File: src/rtl/pcie_wr_ram_pkg.sv
// Shared definitions for the DMA write-to-RAM path: FSM encoding, address
// field positions, line geometry and the beat word-swap helper.
package pcie_wr_ram_pkg;

  typedef enum logic [1:0] {
    S_IDLE,
    S_LOAD,
    S_COLLECT,
    S_WRITE
  } wr_state_t;

  localparam int unsigned ADDR_SEL_BIT   = 17;
  localparam int unsigned LINE_LSB       = 6;
  localparam int unsigned BEATS_PER_LINE = 8;
  localparam int unsigned OTT_AW         = 11;
  localparam int unsigned DVB_AW         = 6;

  localparam int unsigned BEAT_W     = 64;
  localparam int unsigned LINE_W     = BEAT_W * BEATS_PER_LINE;
  localparam int unsigned AQ_W       = ADDR_SEL_BIT - LINE_LSB + 1;
  localparam int unsigned BEAT_CNT_W = $clog2(BEATS_PER_LINE);

  // The read path emits the upper host word first, so writes swap halves back.
  function automatic logic [BEAT_W-1:0] swap_words(input logic [BEAT_W-1:0] beat);
    return {beat[BEAT_W/2-1:0], beat[BEAT_W-1:BEAT_W/2]};
  endfunction

endpackage

File: src/rtl/wr_addr_fifo.sv
// Synchronous first-word-fall-through FIFO holding pending line addresses.
// Pushes while full are dropped; the caller flags that as an error.
module wr_addr_fifo #(
  parameter int unsigned DEPTH = 16,
  parameter int unsigned WIDTH = 12
) (
  input  logic                         clk,
  input  logic                         rst,
  input  logic                         push,
  input  logic [WIDTH-1:0]             din,
  input  logic                         pop,
  output logic [WIDTH-1:0]             dout,
  output logic                         empty,
  output logic                         full,
  output logic [$clog2(DEPTH+1)-1:0]   count
);

  localparam int unsigned PW = (DEPTH > 1) ? $clog2(DEPTH) : 1;
  localparam int unsigned CW = $clog2(DEPTH + 1);

  logic [WIDTH-1:0] mem [DEPTH];
  logic [PW-1:0]    wr_ptr;
  logic [PW-1:0]    rd_ptr;
  logic             do_push;
  logic             do_pop;

  assign empty   = (count == '0);
  assign full    = (count == CW'(DEPTH));
  assign do_push = push && !full;
  assign do_pop  = pop && !empty;
  assign dout    = mem[rd_ptr];

  always_ff @(posedge clk) begin
    if (do_push) begin
      mem[wr_ptr] <= din;
    end
  end

  always_ff @(posedge clk) begin
    if (rst) begin
      wr_ptr <= '0;
      rd_ptr <= '0;
      count  <= '0;
    end else begin
      if (do_push) begin
        wr_ptr <= (wr_ptr == PW'(DEPTH - 1)) ? '0 : wr_ptr + 1'b1;
      end
      if (do_pop) begin
        rd_ptr <= (rd_ptr == PW'(DEPTH - 1)) ? '0 : rd_ptr + 1'b1;
      end
      unique case ({do_push, do_pop})
        2'b10:   count <= count + 1'b1;
        2'b01:   count <= count - 1'b1;
        default: count <= count;
      endcase
    end
  end

endmodule

File: src/rtl/pcie_wr_ram.sv
// Collects eight 64-bit DMA beats per queued line address and writes the
// assembled 512-bit line into either the ott or the dvb RAM.
module pcie_wr_ram
  import pcie_wr_ram_pkg::*;
#(
  parameter int unsigned AQ_DEPTH   = 16,
  parameter int unsigned AQ_BUSY_TH = 12
) (
  input  logic              clk,
  input  logic              rst,
  input  logic              dma_waddr_en,
  input  logic [31:0]       dma_waddr,
  input  logic              dma_wdata_en,
  input  logic [63:0]       dma_wdata,
  output logic              dma_wdata_rdy,
  output logic              dma_waddr_busy,
  output logic              ott_wea,
  output logic [OTT_AW-1:0] ott_waddr,
  output logic [LINE_W-1:0] ott_dina,
  output logic              dvb_wea,
  output logic [DVB_AW-1:0] dvb_waddr,
  output logic [LINE_W-1:0] dvb_dina,
  output logic              wr_err
);

  localparam int unsigned AQ_CW = $clog2(AQ_DEPTH + 1);

  wr_state_t             state;
  logic [AQ_W-1:0]       aq_din;
  logic [AQ_W-1:0]       aq_dout;
  logic                  aq_pop;
  logic                  aq_empty;
  logic                  aq_full;
  logic [AQ_CW-1:0]      aq_count;
  logic [AQ_W-1:0]       line_addr;
  logic [BEAT_CNT_W-1:0] beat_k;
  logic [LINE_W-1:0]     line;
  logic [LINE_W-1:0]     line_nxt;
  logic                  beat_take;
  logic                  beat_drop;
  logic                  push_drop;
  logic                  last_beat;
  logic                  unused_addr_bits;

  assign aq_din           = dma_waddr[ADDR_SEL_BIT:LINE_LSB];
  assign unused_addr_bits = ^{dma_waddr[31:ADDR_SEL_BIT+1], dma_waddr[LINE_LSB-1:0]};

  wr_addr_fifo #(
    .DEPTH (AQ_DEPTH),
    .WIDTH (AQ_W)
  ) u_wr_addr_fifo (
    .clk   (clk),
    .rst   (rst),
    .push  (dma_waddr_en),
    .din   (aq_din),
    .pop   (aq_pop),
    .dout  (aq_dout),
    .empty (aq_empty),
    .full  (aq_full),
    .count (aq_count)
  );

  assign dma_wdata_rdy = (state == S_COLLECT) && !rst;
  assign aq_pop        = (state == S_LOAD);
  assign beat_take     = dma_wdata_en && dma_wdata_rdy;
  assign beat_drop     = dma_wdata_en && !dma_wdata_rdy;
  assign push_drop     = dma_waddr_en && aq_full;
  assign last_beat     = beat_take && (beat_k == BEAT_CNT_W'(BEATS_PER_LINE - 1));

  // The last beat is merged combinationally so the RAM outputs can be
  // registered on the same edge that accepts it.
  always_comb begin
    line_nxt = line;
    line_nxt[{beat_k, 6'd0} +: BEAT_W] = swap_words(dma_wdata);
  end

  always_ff @(posedge clk) begin
    if (rst) begin
      state          <= S_IDLE;
      line_addr      <= '0;
      beat_k         <= '0;
      line           <= '0;
      wr_err         <= 1'b0;
      dma_waddr_busy <= 1'b0;
      ott_wea        <= 1'b0;
      ott_waddr      <= '0;
      ott_dina       <= '0;
      dvb_wea        <= 1'b0;
      dvb_waddr      <= '0;
      dvb_dina       <= '0;
    end else begin
      ott_wea        <= 1'b0;
      ott_waddr      <= '0;
      ott_dina       <= '0;
      dvb_wea        <= 1'b0;
      dvb_waddr      <= '0;
      dvb_dina       <= '0;
      dma_waddr_busy <= (aq_count >= AQ_CW'(AQ_BUSY_TH));
      if (push_drop || beat_drop) begin
        wr_err <= 1'b1;
      end

      unique case (state)
        S_IDLE: begin
          if (!aq_empty) begin
            state <= S_LOAD;
          end
        end
        S_LOAD: begin
          line_addr <= aq_dout;
          beat_k    <= '0;
          state     <= S_COLLECT;
        end
        S_COLLECT: begin
          if (beat_take) begin
            line   <= line_nxt;
            beat_k <= beat_k + 1'b1;
          end
          if (last_beat) begin
            state <= S_WRITE;
            if (line_addr[AQ_W-1]) begin
              dvb_wea   <= 1'b1;
              dvb_waddr <= line_addr[DVB_AW-1:0];
              dvb_dina  <= line_nxt;
            end else begin
              ott_wea   <= 1'b1;
              ott_waddr <= line_addr[OTT_AW-1:0];
              ott_dina  <= line_nxt;
            end
          end
        end
        S_WRITE: begin
          state <= aq_empty ? S_IDLE : S_LOAD;
        end
        default: state <= S_IDLE;
      endcase
    end
  end

endmodule

File: config.mk
export PLATFORM = sky130hd
export DESIGN_NAME = pcie_wr_ram
export DESIGN_NICKNAME = d
export VERILOG_FILES = /design/src/rtl/pcie_wr_ram_pkg.sv /design/src/rtl/wr_addr_fifo.sv /design/src/rtl/pcie_wr_ram.sv
export SDC_FILE = /design/constraint.sdc
export NUM_CORES = 2
export LEC_CHECK = 0
export ABC_AREA = 1
export CORE_AREA = 5 5 444 446
export CTS_CLUSTER_SIZE = 8
export DETAILED_ROUTE_END_ITERATION = 7
export DIE_AREA = 0 0 449 451
export GPL_ROUTABILITY_DRIVEN = 0
export SLEW_MARGIN = 20
export SYNTH_ARGS = -nofsm -noshare
export SYNTH_HDL_FRONTEND = slang
export SYNTH_SLANG_ARGS = --single-unit
File: constraint.sdc
create_clock -name clk -period 3.01 [get_ports clk]
set_input_delay 0.4515 -clock clk [delete_from_list [all_inputs] [get_ports clk]]
set_output_delay 0.4515 -clock clk [all_outputs]
set_load 0.02 [all_outputs]
Word-level counts from Yosys, hierarchy flattened
Memories as Yosys holds them, arrays and structs flattened. A register that Yosys moved wholly into a read port is not among the register bits.
Cells that the tools add are included.
{ "word_totals": {"mem_count": 1, "reg_bits": 1575, "ram_bits": 192, "out_inout_bits": 1046, "inputBits": 100, "word_cells": 75} }
{ "classes": {"addsub": 6, "n_reduce_logical": 22, "mux": 14, "order_cmp": 1, "bitwise": 3, "shifts": 2, "n_eq_ne": 12} }
{ "mem_list": {"columns": ["memory", "depth", "word_bits", "rd", "rd_ports_with_merged_regs", "write_ports", "line", "rtl"], "rows": [
  ["u_wr_addr_fifo.mem", 16, 12, 1, 1, 1, "wr_addr_fifo.sv:21", "logic [WIDTH-1:0] mem [DEPTH];"]
]} }
{ "op_table": {"columns": ["operator", "n"], "rows": [
  ["512-bit bitwise mux", 1],
  ["64-bit by 11-bit variable shift with 512-bit output (first input constant)", 1],
  ["64-bit by 11-bit variable part select with 512-bit output", 1],
  ["9-bit negation with 11-bit output", 1],
  ["5-bit case mux with 2 select lines", 1],
  ["4-bit by 1-bit adder with 4-bit output (second input constant)", 2],
  ["4-bit == test (second input constant)", 2],
  ["4-bit two-way mux", 2],
  ["2-bit case mux with 4 select lines", 1],
  ["4-bit OR reduction", 2],
  ["1-bit logical AND", 7],
  ["2-bit == test (second input constant)", 3],
  ["2-bit inequality test (second input constant)", 3],
  ["3-bit case mux with 2 select lines", 1],
  ["2-bit AND reduction", 3],
  ["5-bit by 1-bit adder with 5-bit output (second input constant)", 1],
  ["5-bit == test (second input constant)", 1],
  ["5-bit by 4-bit greater-or-equal comparator with 1-bit output (second input constant)", 1],
  ["5-bit logical NOT", 1],
  ["1-bit two-way mux", 5],
  ["5-bit by 1-bit subtractor with 5-bit output (second input constant)", 1],
  ["2-bit by 1-bit == test with 1-bit output (second input constant)", 2],
  ["1-bit logical NOT", 4],
  ["2-bit two-way mux", 2],
  ["8 further kinds", 11]
]} }

Logic depth before layout (Yosys ltp)
{ "logic_depth": {"word_depth": 6, "ltp_mapped": 16, "depth_no_buf": 15} }

Modules after synthesis
Synthesis repeated with hierarchy kept, for this count alone.
{ "unflattened": {"hier_cells": 7560, "area_unflattened_um2": 62826.5} }
{ "modules_own_cells": {"columns": ["mod", "cells_each", "area_each_um2", "seq_area_each_um2", "instances"], "rows": [
  ["pcie_wr_ram", 6809, 53976.8, 31510.2, 1],
  ["wr_addr_fifo", 751, 8849.7, 6105.9, 1]
]} }

Least setup slack after synthesis
Ideal clock, no wire load.
{ "synth_path": {"path_type": "flip-flop to flip-flop", "startpoint": "reg beat_k[0]", "endpoint": "reg line[306]", "setup_time_ns": 0.131, "path_stages_with_launch": 11, "setup_slack_ns": 0.803, "n_path_buf": 1, "t_arrival_ns": 2.076, "t_required_ns": 2.879, "synth_period_minus_slack_ns": 2.207, "cell_sequence": "dfxtp_1 -> inv_2 -> ha_1 -> ha_1 -> nand2_2 -> nor2_1 -> nand3_1 -> clkbuf_1 -> or2_2 -> o21ai_1 -> o21ai_0"} }
{ "synth_between": {"elab_chain_len": 3, "word_cells_on_any_way": 4, "classes_between": "add/sub (1); shift (2); mux (1)"} }
{ "synth_lines": {"columns": ["element", "line", "rtl"], "rows": [
  ["from (decl)", "pcie_wr_ram.sv:36", "logic [BEAT_CNT_W-1:0] beat_k;"],
  ["from (signal assigned)", "pcie_wr_ram.sv:117", "beat_k <= beat_k + 1'b1;"],
  ["9-bit negation with 11-bit output *", "pcie_wr_ram.sv:74", "line_nxt[{beat_k, 6'd0} +: BEAT_W] = swap_words(dma_wdata);"],
  ["64-bit by 11-bit variable part select with 512-bit output or 64-bit by 11-bit variable shift with 512-bit output (tied branches)", "pcie_wr_ram.sv:74", null],
  ["512-bit bitwise mux *", "pcie_wr_ram.sv:74", null],
  ["to (signal assigned)", "pcie_wr_ram.sv:116", "line <= line_nxt;"],
  ["to (decl)", "pcie_wr_ram.sv:37", "logic [LINE_W-1:0] line;"]
]} }
Mark *: on every way between the ends. The rest lies on a longest branch, timed or not.
A chain may end at the register's enable or synchronous reset.

Worst setup path in the final report
{ "layout_path": {"startpoint": "reg beat_k[1]", "endpoint": "reg ott_dina[264]"} }
{ "layout_between": {"elab_chain_len": 4, "word_cells_on_any_way": 8, "classes_between": "add/sub (1); eq/ne (1); shift (2); mux (1); bitwise (1); reduce/logical (2)"} }
{ "layout_lines": {"columns": ["element", "line", "rtl"], "rows": [
  ["parallel branches: the longest is 4 deep, another holds 9-bit negation with 11-bit output", null, null],
  ["to (signal assigned)", "pcie_wr_ram.sv:128", "ott_dina <= line_nxt;"],
  ["to (decl)", "pcie_wr_ram.sv:19", "output logic [LINE_W-1:0] ott_dina,"]
]} }
Several ways; the timed one is not identified.

==> reports/summary.txt <==
Post-Synth Adder-Cell Area: 0.458%
Max-slew headroom: 30.8%
Cell area after layout: 0.0794 sq mm
Largest family of logic cells by synthesized area: simple AND/OR/NAND/NOR gates
Status: finished with violations
Filler cells: 18.6k
Port Buffers: 1125
WS Path Type: flip-flop to flip-flop
Final TNS setup: 0 ps
Final antenna-violating net count: 0
Power density cells: 711 mW/mm^2
Crit-path max FO: 37
Synth warn: 0
Mapped Avg Cell Area: 9.11 sq um
Slew @ Worst Pin: 1040 ps
Number of primary I/O pins: 1146
Cell family with the largest share of critical-path delay: simple AND/OR/NAND/NOR gates
Crit-path slowest cell: ha_1
Die Ht: 451 um
Final Util: 41.3%
DP Area: 0.0720 sq mm
Grt ovf: 0
Total global-route track usage: 22.5%
Crit path time final: 2740 ps
CTS sink count: 1779
Root buf cell: clkbuf_16
Via count: 48.3k
Register area share after synthesis: 65.4%
Max-cap violations: 0
CTS tree: built
Failing checks: design-rule violations
Std-Cell Rows: 161
Die width: 449 um
Kind of end point of the critical path: flip-flop
Post-Syn Instances: 6297
Bufs and invs on worst path: 2
Vias in the first global route: 45.8k
Synth Net Count: 6418
Leakage: 27.0 nW
Maximum VDD drop: 0.471 mV
EDFF count, synth: 192
Final WL: 238000 um
Clock tree buffer depth: 4
Pwr Total: 0.0565 W
Largest net degree at the start of global routing: 240
Die ar.: 0.202 sq mm
Fin. Hold Viols: 0
Worst EP required: 3750 ps
Post-synth ARST share: 0%
Area Growth Syn to Fin: 38.4%
Worst-skew pair later-pin latency: 900 ps
Hold bufs inserted after CTS: 0
Initial drt markers: 5061
Pre-CTS setup slack: 291 ps
Vias per cell: 4.82
Synthesized flop and latch total: 1779
HP Class: input pin to flip-flop
Arrival time worst endpoint: 3480 ps
First-pass iteration count of the detailed router: 8
WL/cell: 23.7 um
Layout cells sized above 1: 7.56%
Postcts setup bufs: 0
Std-Cell Core Area: 0.192 sq mm
Post-DP HPWL: 177000 um
Fmax achieved: 365 MHz
Synth Flop Type: dfxtp_1
Simple-gate share of the synthesized area: 19.4%
Nets@finish: 7574
Final setup viols: 0
Starting density of the core: 29.9%
Post-synth cell types: 34
Setup ws final: 273 ps
Clock slew at reported path FFs: 50 ps
Ratio of final minimum period to clock period: 90.9%
Synth Area in XOR/XNOR: 0.0916%
CP peak stage delay: 500 ps
First-pass GRT wire length: 333000 um
Max Clock Skew: 60.1 ps
CTS buffer count: 276
Multiplexer share of the synthesized area: 0%
Cells along the critical path: inv_1, ha_1, ha_1, nand2_2, nor2_1, nand3_2, buf_12, a21oi_1, nor2_1
Htree depth: 5
DRC: 3
Post-Syn Area: 0.0574 sq mm
Crit path launch type: flip-flop
Initial antenna violation count: 14
Pins Over Slew Limit: 0
Post-synthesis compound-gate area fraction: 10.1%
Unrepaired setup endpoints after global routing: false
## metal layers
| layer | part of all wire, % | GRT usage, % | wire (um) | vias to the layer above |
|---|---|---|---|---|
| met1 | 39 | 27.6 | 93800 | 22991 |
| met2 | 47 | 37.1 | 112000 | 2102 |
| li1 | - | - | - | 22819 |
| met5 | 0 | 0 | 0 | - |
| met3 | 8.8 | 5.99 | 21000 | 428 |
| met4 | 4.9 | 10.1 | 11600 | 0 |
## metrics by stage
stage | cells | hold WS (ps)
after global routing | 10025 | 220
after detailed placement | 9701 | 466
after global placement | 9701 | 459
final | 10034 | 229
after floorplan | 6297 | 405
after CTS | 10023 | 170
## sequential cells by signal, indices dropped and copies added, names as in the netlist, 4 cells and up
signal and count:
ott_dina 512, u_wr_addr_fifo.wr_ptr 4, dvb_dina 512, line_addr 12, u_wr_addr_fifo.count 5, u_wr_addr_fifo.mem 192
ott_waddr 11, u_wr_addr_fifo.rd_ptr 4, dvb_waddr 6, line 512
## synth_stat cells (9+ instances only)
library cell,instances,area (sq um)
o21ai_0,315,1580
inv_1,154,578
nand3_1,622,3110
buf_4,29,218
clkbuf_1,290,1090
or2_2,16,100
edfxtp_1,192,5770
dfxtp_1,1587,31800
buf_2,122,611
nand2_1,774,2910
inv_2,9,33.8
o21ai_1,719,3600
a21oi_1,103,515
nor2_1,1280,4800
ha_1,21,263
buf_1,19,71.3
or2_1,10,62.6
## layout make-up
class,instances,area [sq um],area share [%]
well taps,2526,3160,3.98
inverters,165,639,0.805
clock inverters,14,164,0.206
clock buffers,308,7160,9.02
flip-flops and latches,1779,37500,47.3
multi-input cells,3891,17300,21.8
diodes,11,27.5,0.0347
repair buffers,1340,13400,16.9
## repair_timing
item,4_1_cts,5_1_grt
hold endpoints to repair,0,0
setup endpoints to repair,1,0
gates resized for setup,1,0
## final timing paths
kind	start	endpoint	slack, ps	cells after the start
max	beat_k[1]	ott_dina[264]	270	9
min	dma_waddr_en	wr_err	230	3
max reg2reg	beat_k[1]	ott_dina[264]	270	9
min reg2reg	line[239]	line[239]	470	2
## placed cells by master (no fill, tap or decap), types with 3 or more instances in the layout
master and count:
a21oi_1 103, diode_2 11, or2_1 10, nand2_2 3
xor2_1 6, nor2_1 1277, nand2_1 772, inv_6 5
o21ai_1 719, clkdlybuf4s50_1 1123, edfxtp_1 192, o21ai_0 315
inv_2 7, inv_1 154, ha_1 21, buf_12 44
clkbuf_8 3, clkinv_8 4, dfxtp_1 1586, clkbuf_1 24
o21ai_2 7, or2_2 16, nor2_4 5, clkbuf_16 281
buf_4 172, nand3_1 620, nor3_4 4
## tightest hold or removal path, cell delays in order
cell and delay, ps:
clkdlybuf4s50_1 440, nand4_1 100, a21oi_1 60
## report_power, final
part	total [W]	leakage, nW	switching (W)	internal (W)
clock	0.0268	3.59	0.0102	0.0166
combinational	0.00517	8.88	0.00388	0.00129
sequential	0.0245	14.5	0.000195	0.0243
total	0.0565	27.0	0.0143	0.0422
## kinds of logic (layout without fill, tap and decap cells)
group                      count (synthesis)  in the layout
buffers and inverters                    627           1827
adders and majority gates                 21             21
DFF                                     1779           1779
and+or+nand+nor                         2717           2717
other                                      0             11
xor gates and xnor gates                   6              6
AOI/OAI and AO/OA                       1147           1147
Note: power is estimated with default switching activity, not from simulation.
